## config.mk

```make
export PLATFORM = sky130hd
export DESIGN_NAME = alu_op_sequencer
export DESIGN_NICKNAME = d
export VERILOG_FILES = /design/src/rtl/alu_op_sequencer.sv
export SDC_FILE = /design/constraint.sdc
export NUM_CORES = 1
export LEC_CHECK = 0
export ABC_AREA = 1
export CAP_MARGIN = 5
export CORE_MARGIN = 1
export CORE_UTILIZATION = 35
export DETAILED_ROUTE_END_ITERATION = 7
export GPL_ROUTABILITY_DRIVEN = 0
export PLACE_DENSITY = 0.54
export SYNTH_ARGS = -nofsm -noshare
export SYNTH_HDL_FRONTEND = slang
export SYNTH_SLANG_ARGS = --single-unit
```

## constraint.sdc

```tcl
create_clock -name clk -period 2.6 [get_ports clk]
set_clock_uncertainty 0.1 [all_clocks]
set_input_delay 0.52 -clock clk [delete_from_list [all_inputs] [get_ports clk]]
set_output_delay 0.52 -clock clk [all_outputs]
set_load 0.005 [all_outputs]
```

## src/rtl/alu_op_sequencer.sv

```systemverilog
// alu_op_sequencer: three-state sequencer (IDLE -> EXEC -> DONE) that decodes one
// instruction at a time, drives an external combinational ALU from an 8 x 8-bit
// register file, and writes the ALU result back on the EXEC->DONE edge.
//
// Handshake: an instruction transfers on a rising clk edge where instr_valid and
// instr_ready are both 1. instr_ready is 1 only in IDLE. Once an instruction is
// accepted, instr and instr_valid are ignored until the sequencer returns to IDLE.
// instr_valid may stay high across instructions.
module alu_op_sequencer (
    input  logic        clk,
    input  logic        reset,
    input  logic [31:0] instr,
    input  logic        instr_valid,
    output logic        instr_ready,
    output logic [7:0]  alu_data1,
    output logic [7:0]  alu_data2,
    output logic [2:0]  alu_select,
    input  logic [7:0]  alu_result,
    output logic        wb_valid,
    output logic [2:0]  wb_reg,
    output logic [7:0]  wb_data,
    output logic        illegal,
    input  logic [2:0]  dbg_addr,
    output logic [7:0]  dbg_data,
    output logic [1:0]  dbg_state
);

    typedef enum logic [1:0] {
        IDLE = 2'd0,
        EXEC = 2'd1,
        DONE = 2'd2
    } state_t;

    localparam logic [7:0] OP_LOADI = 8'd0;
    localparam logic [7:0] OP_MOV   = 8'd1;
    localparam logic [7:0] OP_ADD   = 8'd2;
    localparam logic [7:0] OP_SUB   = 8'd3;
    localparam logic [7:0] OP_AND   = 8'd4;
    localparam logic [7:0] OP_OR    = 8'd5;

    state_t      state;
    logic [31:0] ir;
    logic [7:0]  regs [8];

    // Fields of the latched instruction; only bits [2:0] select a register.
    logic [7:0] opcode;
    logic [2:0] dest;
    logic [2:0] src1;
    logic [2:0] src2;
    logic [7:0] imm;
    logic       legal;

    assign opcode      = ir[31:24];
    assign dest        = ir[18:16];
    assign src1        = ir[10:8];
    assign src2        = ir[2:0];
    assign imm         = ir[7:0];
    assign legal       = (opcode <= OP_OR);

    assign instr_ready = (state == IDLE);
    assign dbg_state   = state;
    assign dbg_data    = regs[dbg_addr];

    // Operand and operation decode; the ALU sees zeros outside EXEC.
    always_comb begin
        alu_data1  = 8'd0;
        alu_data2  = 8'd0;
        alu_select = 3'd0;
        if (state == EXEC) begin
            case (opcode)
                OP_LOADI: begin
                    alu_select = 3'd0;
                    alu_data2  = imm;
                end
                OP_MOV: begin
                    alu_select = 3'd0;
                    alu_data1  = regs[src1];
                    alu_data2  = regs[src2];
                end
                OP_ADD: begin
                    alu_select = 3'd1;
                    alu_data1  = regs[src1];
                    alu_data2  = regs[src2];
                end
                OP_SUB: begin
                    // Subtraction reuses the adder with a two's-complement operand.
                    alu_select = 3'd1;
                    alu_data1  = regs[src1];
                    alu_data2  = (~regs[src2]) + 8'd1;
                end
                OP_AND: begin
                    alu_select = 3'd2;
                    alu_data1  = regs[src1];
                    alu_data2  = regs[src2];
                end
                OP_OR: begin
                    alu_select = 3'd3;
                    alu_data1  = regs[src1];
                    alu_data2  = regs[src2];
                end
                default: begin
                    alu_select = 3'd0;
                    alu_data1  = 8'd0;
                    alu_data2  = 8'd0;
                end
            endcase
        end
    end

    // Sequencer FSM, register file write and registered write-back/illegal pulses.
    always_ff @(posedge clk) begin
        if (!reset) begin
            state    <= IDLE;
            ir       <= 32'd0;
            wb_valid <= 1'b0;
            wb_reg   <= 3'd0;
            wb_data  <= 8'd0;
            illegal  <= 1'b0;
            for (int i = 0; i < 8; i++) begin
                regs[i] <= 8'd0;
            end
        end else begin
            case (state)
                IDLE: begin
                    wb_valid <= 1'b0;
                    illegal  <= 1'b0;
                    if (instr_valid) begin
                        ir    <= instr;
                        state <= EXEC;
                    end
                end
                EXEC: begin
                    if (legal) begin
                        regs[dest] <= alu_result;
                        wb_valid   <= 1'b1;
                        wb_reg     <= dest;
                        wb_data    <= alu_result;
                        illegal    <= 1'b0;
                    end else begin
                        wb_valid   <= 1'b0;
                        illegal    <= 1'b1;
                    end
                    state <= DONE;
                end
                DONE: begin
                    wb_valid <= 1'b0;
                    illegal  <= 1'b0;
                    state    <= IDLE;
                end
                default: begin
                    wb_valid <= 1'b0;
                    illegal  <= 1'b0;
                    state    <= IDLE;
                end
            endcase
        end
    end

endmodule

```

==> run metrics <==
HP Class reg -> reg; critical path class reg -> out; DRT Wirelength just under 20000 um; CTS Buffer Depth 2; DR iter-0 viols between 400 and 500; Synth-to-Final Area Change 39.1%; Worst-Skew Late Latency 0.35 ns; Top reg by flops regs; number of global-route vias before repair about 5.6k; hold_sp ir[8]$_SDFFE_PN0P_; Reg clk slew, reported paths ~0.070 ns; design area around 8400 um^2; final worst path period share 106%; antenna viol nets, final 0; max reg flops 64; # clock sinks ~110; htree depth 3; register area roughly 2800 um^2; Vias/cell 5.16; worst reg2reg endpoint regs[2][5]$_SDFFCE_PN0P_; WP buf/inv 6; CP Launch Type flip-flop; Root Buffer clkbuf_16; hold path depth 2; r2r startpoint ir[29]$_SDFFE_PN0P_; PortBufs 77; Hold WS about 0.39 ns; leakage 0.00368 uW; Slew HR between 60% and 70%; ys async rst share 0%; largest stage delay on the critical path approximately 0.38 ns; DR DRC count 0; Die Area around 18000 um^2; Final Net Count 986; total core area roughly 17000 um^2; Mapped Cells 781; Crit path top cell by count nand2_2; post-synthesis average cell area ~7.7 um^2; worst path required time ~2 ns; Worst path slowest cell dfxtp_4; initial antenna violation count 0; r2r worst-path depth 11; CTS Buf Count 9; Detailed Place HPWL 14500 um; number of synthesized register bits about 110; share of layout cells above drive strength 1 26.1%; Synth Flop Type edfxtp_1; Worst-Margin Slew 0.527 ns; TritonCTS clock tree done; max-slew violation count 0; number of synthesized flops with an enable pin 64; wire per inst between 15 and 20 um; failing checks negative setup slack; Setup Viol. Count Final 8; DRT Pass-1 Iters 6; outcome finished with violations; Die Ht roughly 130 um; VDD IR max 0.000342 V; final hold vios 0; setup TNS -0.776 ns; die span in x 133 um; PwrDens a little over 500 nW/um^2; Starting Density between 30% and 40%; Mapped Area approximately 6000 um^2; CP endpoint kind output pin; DP Area ~7600 um^2; GRT overflow 0; RSZ-0062 raised after global routing true; CP max FO 6; I/O pins a little under 90; Overall Global Routing Usage a little under a quarter; Largest delay share family, worst path buffers and inverters; cells along the critical path buf_8, clkinv_8, nand2_4, nand2_2, nand2_2, nand2_2, nand2_2, nand2_2, buf_6, nor2_4, buf_6, buf_4, nand3_1, nand3_1, a21oi_1, buf_2; register area share after synthesis ~46%; minimum clock period about 2.7 ns; first-pass GRT wire length ~30000 um; R2R Setup Slk slightly above 0.4 ns; Antenna diodes 0; # Max-Cap Violations 0; area of the multi-input gates approximately 3000 um^2; Largest regs regs (64), ir (22), wb_data (8); warning count from the yosys run 0; Cell variety after synth slightly above 40; pin count of the biggest net entering global routing 44; row count 47; worst setup margin -0.144 ns; net count after synthesis a little over 800; vias 6009; fillers about 1.6k; crit path DAT around 2.1 ns; FMAX 364 MHz
per-stage QoR:
stage	utilization, %	cells	power (uW)	setup WS, ns
final	50.3	1164	4330	-0.144
after global routing	50.3	1164	4520	-0.281
after CTS	49.3	1156	4280	-0.228
after detailed placement	45.6	1126	2940	-0.408
after global placement	45.6	1126	2920	-0.406
after floorplan	-	781	2510	0.371
worst register-to-register path: stages, from the launching register on:
cell and delay (ns):
dfxtp_1 0.32, nor2_2 0.11, nand2_2 0.10, nor3_4 0.15, nand2_2 0.11, nand2_4 0.13
nor2_4 0.07, inv_4 0.08, nand2_8 0.07, nor2_8 0.16, nand2_4 0.12, nand2_1 0.33
metal layers:
layer	vias up	global-route usage, %	part of all wire (%)
li1	2926	-	-
met2	247	35.0	45
met4	0	6.50	1.5
met5	-	0	0
met1	2813	32.3	46
met3	23	3.54	7.4
cells in the mapped netlist, types with 2 or more instances:
master	n	area share, %
nand3_1	44	3.6
nand2_4	9	1.7
buf_6	4	0.75
o21ai_0	99	8.2
a31oi_1	9	0.93
a221oi_1	6	0.87
o32ai_1	2	0.29
a22oi_1	6	0.75
inv_2	3	0.19
nand2_2	5	0.52
o211ai_2	2	0.41
nor2_4	5	0.93
inv_1	79	4.9
dfxtp_1	43	14
o21ai_1	2	0.17
clkbuf_1	26	1.6
nand2_1	117	7.3
a21oi_1	71	5.9
clkinv_1	9	0.56
nor2_8	2	0.66
nor2_1	132	8.2
nand3_2	2	0.33
edfxtp_1	64	32
o211ai_1	11	1.4
buf_4	4	0.50
buf_2	5	0.41
o31ai_1	6	0.75
power breakdown:
part | switching, uW | leakage [uW] | internal (uW)
Sequential | 71.5 | 0.00102 | 1880
Combinational | 641 | 0.00254 | 511
Clock | 576 | 0.000128 | 649
Total | 1290 | 0.00368 | 3040
layout by cell type (no fill, tap or decap), types with 3 or more instances in the layout:
| cell | instances |
|---|---|
| buf_4 | 89 |
| inv_4 | 4 |
| clkbuf_2 | 6 |
| buf_12 | 9 |
| o31ai_2 | 3 |
| inv_1 | 73 |
| nor2_2 | 9 |
| nor2_4 | 7 |
| clkinv_2 | 3 |
| dlymetal6s2s_1 | 3 |
| dfxtp_1 | 39 |
| a21oi_2 | 5 |
| buf_2 | 8 |
| nand2_1 | 95 |
| buf_6 | 9 |
| clkbuf_16 | 9 |
| clkdlybuf4s50_1 | 51 |
| nand2_2 | 22 |
| clkbuf_1 | 4 |
| nand3_2 | 19 |
| edfxtp_1 | 64 |
| nor2_1 | 121 |
| o21ai_0 | 90 |
| o31ai_1 | 3 |
| a21oi_1 | 67 |
| o21ai_2 | 3 |
| a31oi_1 | 8 |
| nand3_1 | 27 |
| o21ai_1 | 8 |
| inv_2 | 6 |
| a221oi_1 | 5 |
| clkinv_1 | 9 |
| nand2_4 | 13 |
| o211ai_1 | 11 |
| dlygate4sd2_1 | 8 |
| a22oi_1 | 6 |
repair_timing:
action | in CTS | in global routing
setup endpoints to repair | 25 | 20
setup buffers | 11 | 8
hold buffers | 0 | 0
gates resized for setup | 121 | 60
pin swaps | 28 | 27
cloned | 3 | 0
final cells by class:
| cell class | instances | share of cell area (%) |
|---|---|---|
| multi-input cells | 540 | 35.4 |
| clock buffers | 13 | 2.86 |
| flip-flops and latches | 107 | 33.2 |
| well taps | 220 | 3.28 |
| repair buffers | 187 | 20.5 |
| inverters | 93 | 4.42 |
| clock inverters | 3 | 0.194 |
| repair inverters | 1 | 0.0745 |
kinds of logic (layout without fill, tap and decap cells):
family,after synthesis,after routing,share of synthesized area [%]
other cells,1,1,0.0621
compound gates,216,216,20.0
flops,107,107,46.1
buf+inv,134,297,9.43
simple gates,322,322,24.2
fa+ha+maj,1,1,0.207
worst max-delay path by stage:
stage / endpoint / slack [ns] / cells after the start
floorplan: alu_data2[6] / 0.37 / 14
detailed placement: dbg_data[0] / -0.41 / 7
global placement: dbg_data[0] / -0.41 / 7
CTS: alu_data2[7] / -0.23 / 15
finish: alu_data2[5] / -0.14 / 16
global route: alu_data2[7] / -0.28 / 16
No activity file was read; power rests on OpenSTA's default activity.
